<file path="src/rtl/usb_aes_pkg.sv">
// Shared types for the AES block packer: block geometry, FSM states, byte index.
// The PAD state only exists when PAD_PARTIAL_EN is defined.
package usb_aes_pkg;

  localparam int BLOCK_BYTES = 16;
  localparam int BLOCK_BITS  = BLOCK_BYTES * 8;

  // 0..16 inclusive, so one bit wider than a pure 0..15 index
  typedef logic [4:0] byte_idx_t;

  typedef enum logic [2:0] {
    ST_LOAD  = 3'd0,
`ifdef PAD_PARTIAL_EN
    ST_PAD   = 3'd1,
`endif
    ST_START = 3'd2,
    ST_WAIT  = 3'd3,
    ST_DRAIN = 3'd4
  } state_t;

  // Byte idx of a block, byte 0 being the most significant
  function automatic logic [7:0] block_byte(input logic [BLOCK_BITS-1:0] blk, input int idx);
    return blk[BLOCK_BITS-1-8*idx -: 8];
  endfunction

endpackage

</file>
<file path="src/rtl/byte_serializer.sv">
// Captures a 128-bit ciphertext block and emits it MSB byte first, one byte per
// cycle while the downstream FIFO has room.
module byte_serializer
  import usb_aes_pkg::*;
(
  input  logic                  clk,
  input  logic                  n_rst,
  input  logic                  load,
  input  logic [BLOCK_BITS-1:0] din,
  input  logic                  full,
  output logic                  wenable,
  output logic [7:0]            wdata,
  output logic                  last
);

  logic [BLOCK_BITS-1:0] shift_reg;
  byte_idx_t             remain_reg;

  assign wenable = (remain_reg != '0) && !full;
  assign wdata   = shift_reg[BLOCK_BITS-1 -: 8];
  assign last    = wenable && (remain_reg == byte_idx_t'(1));

  // Shifting zeros in leaves wdata at 0 once the block is fully sent
  always_ff @(posedge clk or negedge n_rst) begin
    if (!n_rst) begin
      shift_reg  <= '0;
      remain_reg <= '0;
    end else if (load) begin
      shift_reg  <= din;
      remain_reg <= byte_idx_t'(BLOCK_BYTES);
    end else if (wenable) begin
      shift_reg  <= {shift_reg[BLOCK_BITS-9:0], 8'h00};
      remain_reg <= remain_reg - byte_idx_t'(1);
    end
  end

endmodule

</file>
<file path="src/rtl/aes_block_packer.sv">
// Packs a byte stream into 16-byte AES blocks, runs the cipher handshake and
// drains the ciphertext. Define PAD_PARTIAL_EN to zero-pad flushed partial blocks.
module aes_block_packer
  import usb_aes_pkg::*;
(
  input  logic                  clk,
  input  logic                  n_rst,
  input  logic                  data_empty,
  input  logic [7:0]            data_rdata,
  output logic                  data_renable,
  input  logic                  flush,
  output logic                  aes_start,
  output logic [BLOCK_BITS-1:0] aes_pt,
  input  logic                  aes_done,
  input  logic [BLOCK_BITS-1:0] aes_ct,
  input  logic                  enc_full,
  output logic                  enc_wenable,
  output logic [7:0]            enc_wdata,
  output logic                  busy
);

  state_t                state_reg;
  byte_idx_t             count_reg;
  logic                  flush_pending_reg;
  logic                  aes_start_reg;
  logic [BLOCK_BITS-1:0] pt_reg;
  logic [BLOCK_BITS-1:0] pt_next;
  logic                  flush_act;
  logic                  pop;
  logic                  pad_now;
  logic                  capture;
  logic                  drain_last;

  // A pending flush on a partial block wins over further pops so packets never merge
  assign flush_act = (state_reg == ST_LOAD) && flush_pending_reg && (count_reg != '0);
  assign pop       = (state_reg == ST_LOAD) && !data_empty
                     && (count_reg < byte_idx_t'(BLOCK_BYTES)) && !flush_act;
  assign capture   = (state_reg == ST_WAIT) && aes_done;

`ifdef PAD_PARTIAL_EN
  assign pad_now = (state_reg == ST_PAD);
`else
  assign pad_now = 1'b0;
`endif

  genvar gi;
  generate
    for (gi = 0; gi < BLOCK_BYTES; gi++) begin : g_pt_byte
      assign pt_next[BLOCK_BITS-1-8*gi -: 8] =
        (pop && count_reg == byte_idx_t'(gi))     ? data_rdata :
        (pad_now && count_reg <= byte_idx_t'(gi)) ? 8'h00      :
                                                    block_byte(pt_reg, gi);
    end
  endgenerate

  assign data_renable = pop;
  assign aes_start    = aes_start_reg;
  assign aes_pt       = pt_reg;
  assign busy         = (state_reg != ST_LOAD);

  always_ff @(posedge clk or negedge n_rst) begin
    if (!n_rst) begin
      state_reg         <= ST_LOAD;
      count_reg         <= '0;
      flush_pending_reg <= 1'b0;
      aes_start_reg     <= 1'b0;
      pt_reg            <= '0;
    end else begin
      pt_reg <= pt_next;
      // Every LOAD cycle consumes the flag; a new flush always re-arms it
      flush_pending_reg <= flush || (flush_pending_reg && state_reg != ST_LOAD);
      case (state_reg)
        ST_LOAD: begin
          if (flush_act) begin
`ifdef PAD_PARTIAL_EN
            state_reg <= ST_PAD;
`else
            count_reg <= '0;
`endif
          end else if (pop) begin
            count_reg <= count_reg + byte_idx_t'(1);
            if (count_reg == byte_idx_t'(BLOCK_BYTES - 1)) begin
              state_reg     <= ST_START;
              aes_start_reg <= 1'b1;
            end
          end
        end
`ifdef PAD_PARTIAL_EN
        ST_PAD: begin
          count_reg     <= byte_idx_t'(BLOCK_BYTES);
          state_reg     <= ST_START;
          aes_start_reg <= 1'b1;
        end
`endif
        ST_START: begin
          aes_start_reg <= 1'b0;
          state_reg     <= ST_WAIT;
        end
        ST_WAIT: begin
          if (aes_done) state_reg <= ST_DRAIN;
        end
        ST_DRAIN: begin
          if (drain_last) begin
            state_reg <= ST_LOAD;
            count_reg <= '0;
          end
        end
        default: state_reg <= ST_LOAD;
      endcase
    end
  end

  byte_serializer u_serializer (
    .clk     (clk),
    .n_rst   (n_rst),
    .load    (capture),
    .din     (aes_ct),
    .full    (enc_full),
    .wenable (enc_wenable),
    .wdata   (enc_wdata),
    .last    (drain_last)
  );

endmodule

</file>
<file path="config.mk">
export PLATFORM = sky130hd
export DESIGN_NAME = aes_block_packer
export DESIGN_NICKNAME = d
export VERILOG_FILES = /design/src/rtl/usb_aes_pkg.sv /design/src/rtl/byte_serializer.sv /design/src/rtl/aes_block_packer.sv
export SDC_FILE = /design/constraint.sdc
export NUM_CORES = 1
export LEC_CHECK = 0
export ABC_AREA = 1
export CORE_ASPECT_RATIO = 1.75
export CORE_MARGIN = 4
export CORE_UTILIZATION = 40
export DETAILED_ROUTE_END_ITERATION = 10
export GPL_ROUTABILITY_DRIVEN = 0
export PLACE_DENSITY = 0.7
export SYNTH_ARGS = -nofsm -noshare
export SYNTH_HDL_FRONTEND = slang
export SYNTH_SLANG_ARGS = --single-unit
</file>
<file path="constraint.sdc">
create_clock -name clk -period 1.7 [get_ports clk]
set_input_delay 0.34 -clock clk [delete_from_list [all_inputs] [get_ports clk]]
set_output_delay 0.34 -clock clk [all_outputs]
set_load 0.1 [all_outputs]
</file>
==> flow_metrics.env <==
export IMPL_detail_route_first_pass_iterations=5
export IMPL_crit_slowest_cell="sky130_fd_sc_hd__dfrtp_1"
export IMPL_rows=81
export IMPL_grt_max_degree=66
export IMPL_grt_overflow=0
export IMPL_synthXorXnorAreaFrac=0.001542
export IMPL_clkLatencyLatePin_ns=0.55
export IMPL_most_common_layout_cells="sky130_fd_sc_hd__nand2_1, sky130_fd_sc_hd__dfrtp_1, sky130_fd_sc_hd__nand3_1"
export IMPL_grt_util_all_layers=0.2256
export IMPL_post_synth_fa_ha_maj_area_fraction=0.007710
export IMPL_critPathBufInv=3
export IMPL_top_level_ports=282
export IMPL_critPathArrivalTime_ns=1.75
export IMPL_synth_simple_area_share=0.2739
export IMPL_timing_worst_slew_pin_value_ns=1.053
export IMPL_grt_antenna_before_repair=4
export IMPL_synth_mux_area_frac=0
export IMPL_hold_class="input pin to async pin"
export IMPL_max_freq_mhz=478.0
export IMPL_synth_yosys_seq_area_share=0.5970
export IMPL_synth_seq_cells=271
export IMPL_cp_slowest_stage_delay_ns=0.40
export IMPL_timing_final_setup_violations=118
export IMPL_final_layout_size_suffix_gt1_frac=0.3120
export IMPL_critical_path_peak_fanout=3
export IMPL_detail_route_drc_violations=0
export IMPL_p_per_area_nw_per_um2=1500
export IMPL_routed_wl_microns=41320
export IMPL_crit_chain="inv_2 -> nand2_2 -> nor2_4 -> nand2_2 -> a21oi_4 -> buf_6 -> buf_12"
export IMPL_ys_types=28
export IMPL_yosysWarningCount=0
export IMPL_cp_start_kind="register"
export IMPL_layout_cells_most_common="sky130_fd_sc_hd__nand2_1"
export IMPL_die_area_sq_um=31270
export IMPL_syn_num_nets=1413
export IMPL_period_share=1.231
export IMPL_critPathTopFamily="flip-flops"
export IMPL_synthesis_area_sq_um=11360
export IMPL_clockRootBuffer="sky130_fd_sc_hd__clkbuf_16"
export IMPL_nets=1754
export IMPL_layout_min_cycle_time_ns=2.092
export IMPL_detail_route_antenna_nets=0
export IMPL_synth_compound_area_frac=0.06906
export IMPL_syn2layout_area_growth_pct=68.18
export IMPL_run_status="finished, violations left"
export IMPL_detail_route_vias_per_cell=5.357
export IMPL_reg_to_reg_endpoint="aes_pt[111]$_DFFE_PN0P_"
export IMPL_timing_final_max_slew_violations=0
export IMPL_tritoncts_num_sinks=271
export IMPL_finish_utilization=0.6830
export IMPL_initial_utilization=0.4061
export IMPL_wl_per_cell_microns=20.66
export IMPL_drt_iter0_drc=638
export IMPL_final_worst_path_setup_slack_ns=-0.3920
export IMPL_core_region_area_sq_um=27970
export IMPL_synth_top_family_by_area="simple AND/OR/NAND/NOR gates"
export IMPL_place_detailed_hpwl_microns=24740
export IMPL_buffers_added_on_ports=281
export IMPL_timing_reg2reg_worst_path_depth=9
export IMPL_critPathRequiredTime_ns=1.36
export IMPL_timing_final_hold_violations=0
export IMPL_grt_pass1_vias=10470
export IMPL_crit_path_end_kind="output pin"
export IMPL_irDropWorstVdd_mv=1.358
export IMPL_postSynthAreaPerCell_sq_um=8.987
export IMPL_regToRegStartpoint="count_reg[0]$_DFFE_PN0P_"
export IMPL_number_of_max_capacitance_violations_reported=0
export IMPL_worst_clock_skew_ns=0.02457
export IMPL_pre_cts_slack_ns=-0.3022
export IMPL_critical_path_most_common_cell="sky130_fd_sc_hd__nand2_2"
export IMPL_static_leakage_power_nw=8.805
export IMPL_clock_path_buffers=3
export IMPL_tritoncts_num_buffers=26
export IMPL_rsz0062_at_grt="yes"
export IMPL_dr_total_vias=10710
export IMPL_timing_setup_critical_path_class="register to output pin"
export IMPL_cts_htree_levels=1
export IMPL_violations_in_the_final_reports="negative setup slack"
export IMPL_reg2reg_slack_ns=-0.32
export IMPL_relSlewSlack=0.2970
export IMPL_die_h_microns=230.9
export IMPL_clock_tree_from_tritoncts="done"
export IMPL_number_of_standard_cells_after_synthesis=1264
export IMPL_cts_reportedPaths_clkPinSlew_ns=0.07
export IMPL_die_width_microns=135.4
export IMPL_global_route_wire_length_before_repair_microns=55700
-- timing repair --
| action | 4_1_cts | 5_1_grt |
|---|---|---|
| cloned | 7 | 13 |
| hold buffers | 1 | 0 |
| buffers inserted | 29 | 19 |
| resized for setup | 45 | 279 |
| pin swaps | 7 | 20 |
| endpoints found under the hold margin | 29 | 0 |
| endpoints found under the setup margin | 165 | 260 |
-- Yosys cell counts --
cell                         n  share of area
sky130_fd_sc_hd__nand3_4     1         0.0015
sky130_fd_sc_hd__buf_6       8         0.0079
sky130_fd_sc_hd__buf_1      16         0.0053
sky130_fd_sc_hd__nor2_2      1        0.00055
sky130_fd_sc_hd__o21ai_1    12         0.0053
sky130_fd_sc_hd__a21oi_1     4         0.0018
sky130_fd_sc_hd__clkbuf_1   36          0.012
sky130_fd_sc_hd__buf_4       8         0.0053
sky130_fd_sc_hd__nor3b_1     1        0.00066
sky130_fd_sc_hd__or2_2       1        0.00055
sky130_fd_sc_hd__xor2_1      2         0.0015
sky130_fd_sc_hd__o21ai_2    20          0.015
sky130_fd_sc_hd__o21ai_0    98          0.043
sky130_fd_sc_hd__buf_2      20         0.0088
sky130_fd_sc_hd__inv_1      33          0.011
sky130_fd_sc_hd__nor2_1     10         0.0033
sky130_fd_sc_hd__a21oi_4     1         0.0014
sky130_fd_sc_hd__nand3_1   249           0.11
sky130_fd_sc_hd__o31ai_1     1        0.00066
sky130_fd_sc_hd__inv_2       2        0.00066
sky130_fd_sc_hd__ha_1        7         0.0077
sky130_fd_sc_hd__o21bai_1    2         0.0013
sky130_fd_sc_hd__nor2_4      1        0.00099
sky130_fd_sc_hd__nand2_4     4         0.0040
sky130_fd_sc_hd__nand2_1   438           0.14
sky130_fd_sc_hd__nand4_1     4         0.0022
sky130_fd_sc_hd__nor3_1     13         0.0057
sky130_fd_sc_hd__dfrtp_1   271           0.60
-- report_power, final --
part	internal [mW]	total, mW	leakage, nW	switching [mW]
logic	5.09	13.9	4.66	8.85
registers	7.35	8.58	3.70	1.23
clock network	3.56	6.13	0.440	2.57
total	16.0	28.7	8.81	12.7
-- area by class of cell --
type / count / area, sq um
clock buffers: 40 / 804.5
diodes: 2 / 5.005
inverters: 35 / 136.4
well taps: 373 / 466.7
fillers: 1944 / 8867
multi-input cells: 874 / 5002
repair buffers: 397 / 5812
clock inverters: 8 / 95.09
flip-flops and latches: 271 / 6783
-- kinds of logic after synthesis --
| kind of cell | Yosys count |
|---|---|
| buffers and inverters | 123 |
| XOR/XNOR | 2 |
| flip-flops | 271 |
| AND/OR/NAND/NOR | 723 |
| adder cells (fa/ha/maj) | 7 |
| AO/OA/AOI/OAI | 138 |
-- per-stage QoR --
step | std cells | hold slack, ns | TNS (ns) | area (sq um) | total power [mW]
2_1_floorplan | 1264 | 0.04441 | -0.08402 | 11390 | 15.40
3_3_place_gp | 1886 | 0.2356 | -36.72 | 16330 | 20.53
3_5_place_dp | 1886 | 0.2392 | -40.81 | 16330 | 20.75
4_1_cts | 1971 | 0.2606 | -3.653 | 17800 | 27.47
5_1_grt | 1998 | 0.2699 | -21.16 | 19100 | 29.51
6_report | 2000 | 0.2755 | -8.944 | 19100 | 28.65
-- how the worst max path moves through the flow --
stage,from,to,slack [ns],cells after the start
finish,state_reg[1]$_DFFE_PN0P_,data_renable,-0.39,7
detailed placement,data_empty,aes_pt[92]$_DFFE_PN0P_,-0.30,9
CTS,state_reg[0]$_DFFE_PN0P_,data_renable,-0.35,7
global route,count_reg[1]$_DFFE_PN0P_,data_renable,-0.47,6
floorplan,state_reg[1]$_DFFE_PN0P_,aes_pt[40]$_DFFE_PN0P_,-0.02,10
global placement,data_empty,aes_pt[94]$_DFFE_PN0P_,-0.25,9
-- metal layers --
| metal | GRT usage | wire length (microns) |
|---|---|---|
| met5 | 0 | 36 |
| met4 | 0.07598 | 1957 |
| met3 | 0.04405 | 3117 |
| met2 | 0.4308 | 22620 |
| met1 | 0.2441 | 13590 |
No activity file was read; power rests on OpenSTA's default activity.
==> variant 1, RTL diff (same settings) <==
`BLOCK_BYTES`: 16 -> 15.
--- a/src/rtl/usb_aes_pkg.sv
+++ b/src/rtl/usb_aes_pkg.sv
@@ -2,7 +2,7 @@
 // The PAD state only exists when PAD_PARTIAL_EN is defined.
 package usb_aes_pkg;
 
-  localparam int BLOCK_BYTES = 16;
+  localparam int BLOCK_BYTES = 15;
   localparam int BLOCK_BITS  = BLOCK_BYTES * 8;
 
   // 0..16 inclusive, so one bit wider than a pure 0..15 index
Ports: changed (resized aes_ct and aes_pt); port bits go from 282 to 266. The function was not compared with the original's and may differ.
==> variant 1 against the original RTL <==
  * The run still ends with negative setup slack left
  * Synthesized area shrank 4.5%
  * Fmax shrank 2.0%
  * Final area grew 0.97%
  * Non-clock buffer count shrank 3
  * First-iteration DRC count shrank 2.0%
  * Total power grew 2.2%
  * Sequential cell count shrank 16
  * Routed wire length shrank 2.1%
  * Setup slack lost 0.043 ns
  * Register-to-register slack gained 0.11 ns
  * Critical path type unchanged
  * Critical endpoint unchanged
==> variant 1: results (changes against the original RTL) <==
metric;value;unit;change
final clock skew;0.0109;ns;-0.0137 ns
count of multi-input gates;839;;-4.0%
status;finished, violations left;;
share of cells above drive strength 1;37.8;%;+6.6 points
IO Port Bufs;265;;-5.7%
DP Area;15500;µm²;-4.8%
GRT Overall Usage;24.7;%;+2.2 points
CLK BUF;33;;-18%
maximum vdd ir drop;1.18;mV;-13%
Final Net Count;1693;;-3.5%
failing checks;negative setup slack;;
# setup viols final;230;;+95%
HPWL after DPL;23.5;mm;-4.9%
# diodes;0;;-2
Worst-Margin Slew;0.682;ns;-0.371 ns
Vias;10500;;-1.8%
FILL cells;1651;;-15%
register area share after synthesis;58.8;%;-0.88 points
maximum number of pins on one net before global-route repair;74;;+12%
Post-Syn Area;10800;µm²;-4.5%
Avg Inst Size Synth;8.97;µm²;-0.15%
WL per Instance;21.4;µm;+3.4%
fraction of area in registers;33.1;%;-2.4 points
fin worst setup slack;-0.435;ns;-0.0428 ns
worst skew pair latency;0.53;ns;-0.02 ns
fraction of area in multi-input gates;29.5;%;+3.3 points
top cells by count, synth;412 x nand2_1, 255 x dfrtp_1, 239 x nand3_1;;
non-clock buffer count;394;;-0.76%
[variant 1: routing by layer]
metal / track usage [%] / up-vias / share of wire (%)
met5: 0 / - / 0
met4: 9.60 / 0 / 5.4
met3: 3.88 / 143 / 6.2
met2: 47.5 / 517 / 54
met1: 27.0 / 5158 / 34
li1: - / 4698 / -
[variant 1: cell families after synthesis]
kind of cell | count (synthesis) | synth area share [%]
AO/OA/AOI/OAI | 127 | 5.92
buffers and inverters | 124 | 5.93
XOR/XNOR | 2 | 0.161
flip-flops | 255 | 58.8
adder cells (fa/ha/maj) | 6 | 0.692
AND/OR/NAND/NOR | 695 | 28.5
[variant 1: report_power, final]
group	total [mW]	switching (mW)	internal, mW	leakage [nW]
registers	7.98	1.02	6.96	3.48
clock network	5.92	2.41	3.51	0.428
logic	15.4	9.56	5.82	5.08
total	29.3	13.0	16.3	8.99
[variant 1: timing repair]
item                                   in CTS  in global routing
hold buffers                                1                  0
setup endpoints to repair                 182                243
gates resized for setup                   298                144
pin swaps                                 102                 14
buffers inserted                           30                  9
endpoints found under the hold margin      27                  0
cloned                                     23                 10
[variant 1: worst paths after layout]
path / to / start / slack [ns]
max: data_renable / count_reg[1]$_DFFE_PN0P_ / -0.43
min: aes_pt[98]$_DFFE_PN0P_ / n_rst / 0.28
max reg2reg: aes_pt[44]$_DFFE_PN0P_ / count_reg[1]$_DFFE_PN0P_ / -0.21
min reg2reg: u_serializer.shift_reg[0]$_DFFE_PN0P_ / u_serializer.shift_reg[0]$_DFFE_PN0P_ / 0.50
max in group asynchronous: aes_pt[103]$_DFFE_PN0P_ / n_rst / 0.72
min in group clk: u_serializer.shift_reg[1]$_DFFE_PN0P_ / aes_ct[1] / 0.36
==> variant 2, RTL diff (same flow settings) <==
Made on the original files. Re-encode `state_t` (4 states) as one-hot, 4 bits wide.
--- a/src/rtl/usb_aes_pkg.sv
+++ b/src/rtl/usb_aes_pkg.sv
@@ -8,14 +8,14 @@
   // 0..16 inclusive, so one bit wider than a pure 0..15 index
   typedef logic [4:0] byte_idx_t;
 
-  typedef enum logic [2:0] {
-    ST_LOAD  = 3'd0,
+  typedef enum logic [3:0] {
+    ST_LOAD  = 4'b0001,
 `ifdef PAD_PARTIAL_EN
     ST_PAD   = 3'd1,
 `endif
-    ST_START = 3'd2,
-    ST_WAIT  = 3'd3,
-    ST_DRAIN = 3'd4
+    ST_START = 4'b0010,
+    ST_WAIT  = 4'b0100,
+    ST_DRAIN = 4'b1000
   } state_t;
 
   // Byte idx of a block, byte 0 being the most significant
Function: no difference found for any inputs over 10 cycles, from zero or initial values and one cycle with n_rst low; not proved beyond that.
==> variant 2 against the original RTL <==
  * The flow still finishes with violations (negative setup slack)
  * Final area decreased by 7.0%
  * Cell count decreased by 1.8%
  * Combinational power increased by 11%
  * Total power increased by 3.9%
  * Synthesized area decreased by 0.55%
  * Routed wire length decreased by 15%
  * Sequential cell count increased by 1
  * Worst hold slack got worse by 0.022 ns
  * Setup slack improved by 0.0078 ns
  * Critical endpoint unchanged
  * Largest power group unchanged
==> variant 2: results (changes against the original RTL) <==
metric;value;unit;change
maximum number of pins on one net before global-route repair;73;;+11%
met1 capacity usage during global routing;24.4;%;-0.039 points
fraction of area in registers;38.3;%;+2.8 points
Vias;9813;;-8.4%
share of cells above drive strength 1;22.9;%;-8.3 points
non-clock buffer count;359;;-9.6%
Reg2Reg Setup Slack;-0.29;ns;+0.03 ns
WHS;0.253;ns;-0.0224 ns
count of multi-input gates;880;;+0.69%
Worst R2R Start;state_reg[0]$_DFFE_PN1P_;;
worst reg2reg path depth;12;;+3
vias in the first global route;10000;;-4.3%
clock power share;18.7;%;-2.7 points
TNS Setup;-25.39;ns;-16.45 ns
area taken by multi-input logic gates;4260;µm²;-15%
GRT Overall Usage;21.5;%;-1.1 points
first-pass GRT wire length;53.3;mm;-4.3%
WL per Instance;17.9;µm;-13%
worst-path fanout max;2;;-1
routing usage on met2;39.2;%;-3.9 points
invs w/o clock;36;;+2.9%
routed wire length on met3;2.37;mm;-24%
crit-path max cell delay;0.54;ns;+0.14 ns
# diodes;0;;-2
Seq pwr share;29.5;%;-0.4 points
HPWL after DPL;24.8;mm;+0.34%
FILL cells;2160;;+11%
Final Net Count;1722;;-1.8%
met2 routed WL;18.7;mm;-18%
M1 WL;12.5;mm;-8.1%
fin worst setup slack;-0.384;ns;+0.00777 ns
grt met3 use;4.14;%;-0.27 points
FFs & Latches;272;;+0.37%
CLK BUF;36;;-10%
Slowest-stage cell, CP;dfstp_2;;
failing checks;negative setup slack;;
status;finished, violations left;;
initial antenna violation count;2;;-2
Area contributors post-synth;dfrtp_1 60%, nand2_1 18%, nand3_1 5.8%;;
Non-clock buffering overhead;29.7;%;-0.72 points
syn nets;1410;;-0.21%
# setup viols final;126;;+6.8%
maximum vdd ir drop;1.13;mV;-17%
internal power;16.2;mW;+1.1%
final clock skew;0.0101;ns;-0.0145 ns
Power Clock;5.57;mW;-9.1%
reg-to-reg endpoint;aes_pt[24]$_DFFE_PN0P_;;
-- variant 2: changes by cell type in the layout (fill, tap and decap cells not counted), moves of 12 or more --
cell / unedited run / this run
nand2_4: 45 / 11
o21ai_2: 48 / 29
nand3_1: 235 / 129
o21ai_0: 54 / 31
nor3_1: 2 / 15
nand3_2: 13 / 0
nand2_1: 339 / 513
nand2_2: 51 / 35
o21ai_1: 28 / 71
buf_6: 15 / 1
buf_4: 53 / 41
-- variant 2: per-stage QoR --
step	worst slack [ns]	cell area [µm²]	std cells
floorplan	-0.0930	11400	1261
global placement	-0.192	16300	1893
detailed placement	-0.315	16300	1893
finish	-0.384	17800	1963
CTS	-0.450	17300	1946
global route	-0.470	17800	1963
-- variant 2: what timing repair did --
action                     in CTS  in global routing
hold buffers                    1                  0
setup endpoints to repair     135                254
cloned                          1                  6
hold endpoints to repair      249                  0
pin swaps                       3                  5
gates resized for setup         7                130
setup buffers                   8                 11
-- variant 2: kinds of logic after synthesis --
logic type | synth area share, %
flops | 60.3
simple gates | 26.7
buf+inv | 5.46
fa+ha+maj | 0.775
compound gates | 6.68
xor+xnor | 0.155
-- variant 2: worst max-delay path by stage --
| stage | end | from | slack, ns | cells past startpoint |
|---|---|---|---|---|
| 3_5_place_dp | aes_pt[80]$_DFFE_PN0P_ | data_empty | -0.31 | 8 |
| 5_1_grt | data_renable | state_reg[2]$_DFFE_PN0P_ | -0.47 | 7 |
| 6_report | data_renable | state_reg[0]$_DFFE_PN1P_ | -0.38 | 6 |
| 2_1_floorplan | aes_pt[40]$_DFFE_PN0P_ | state_reg[0]$_DFFE_PN1P_ | -0.09 | 9 |
| 4_1_cts | data_renable | state_reg[0]$_DFFE_PN1P_ | -0.45 | 6 |
| 3_3_place_gp | aes_pt[93]$_DFFE_PN0P_ | data_empty | -0.19 | 9 |
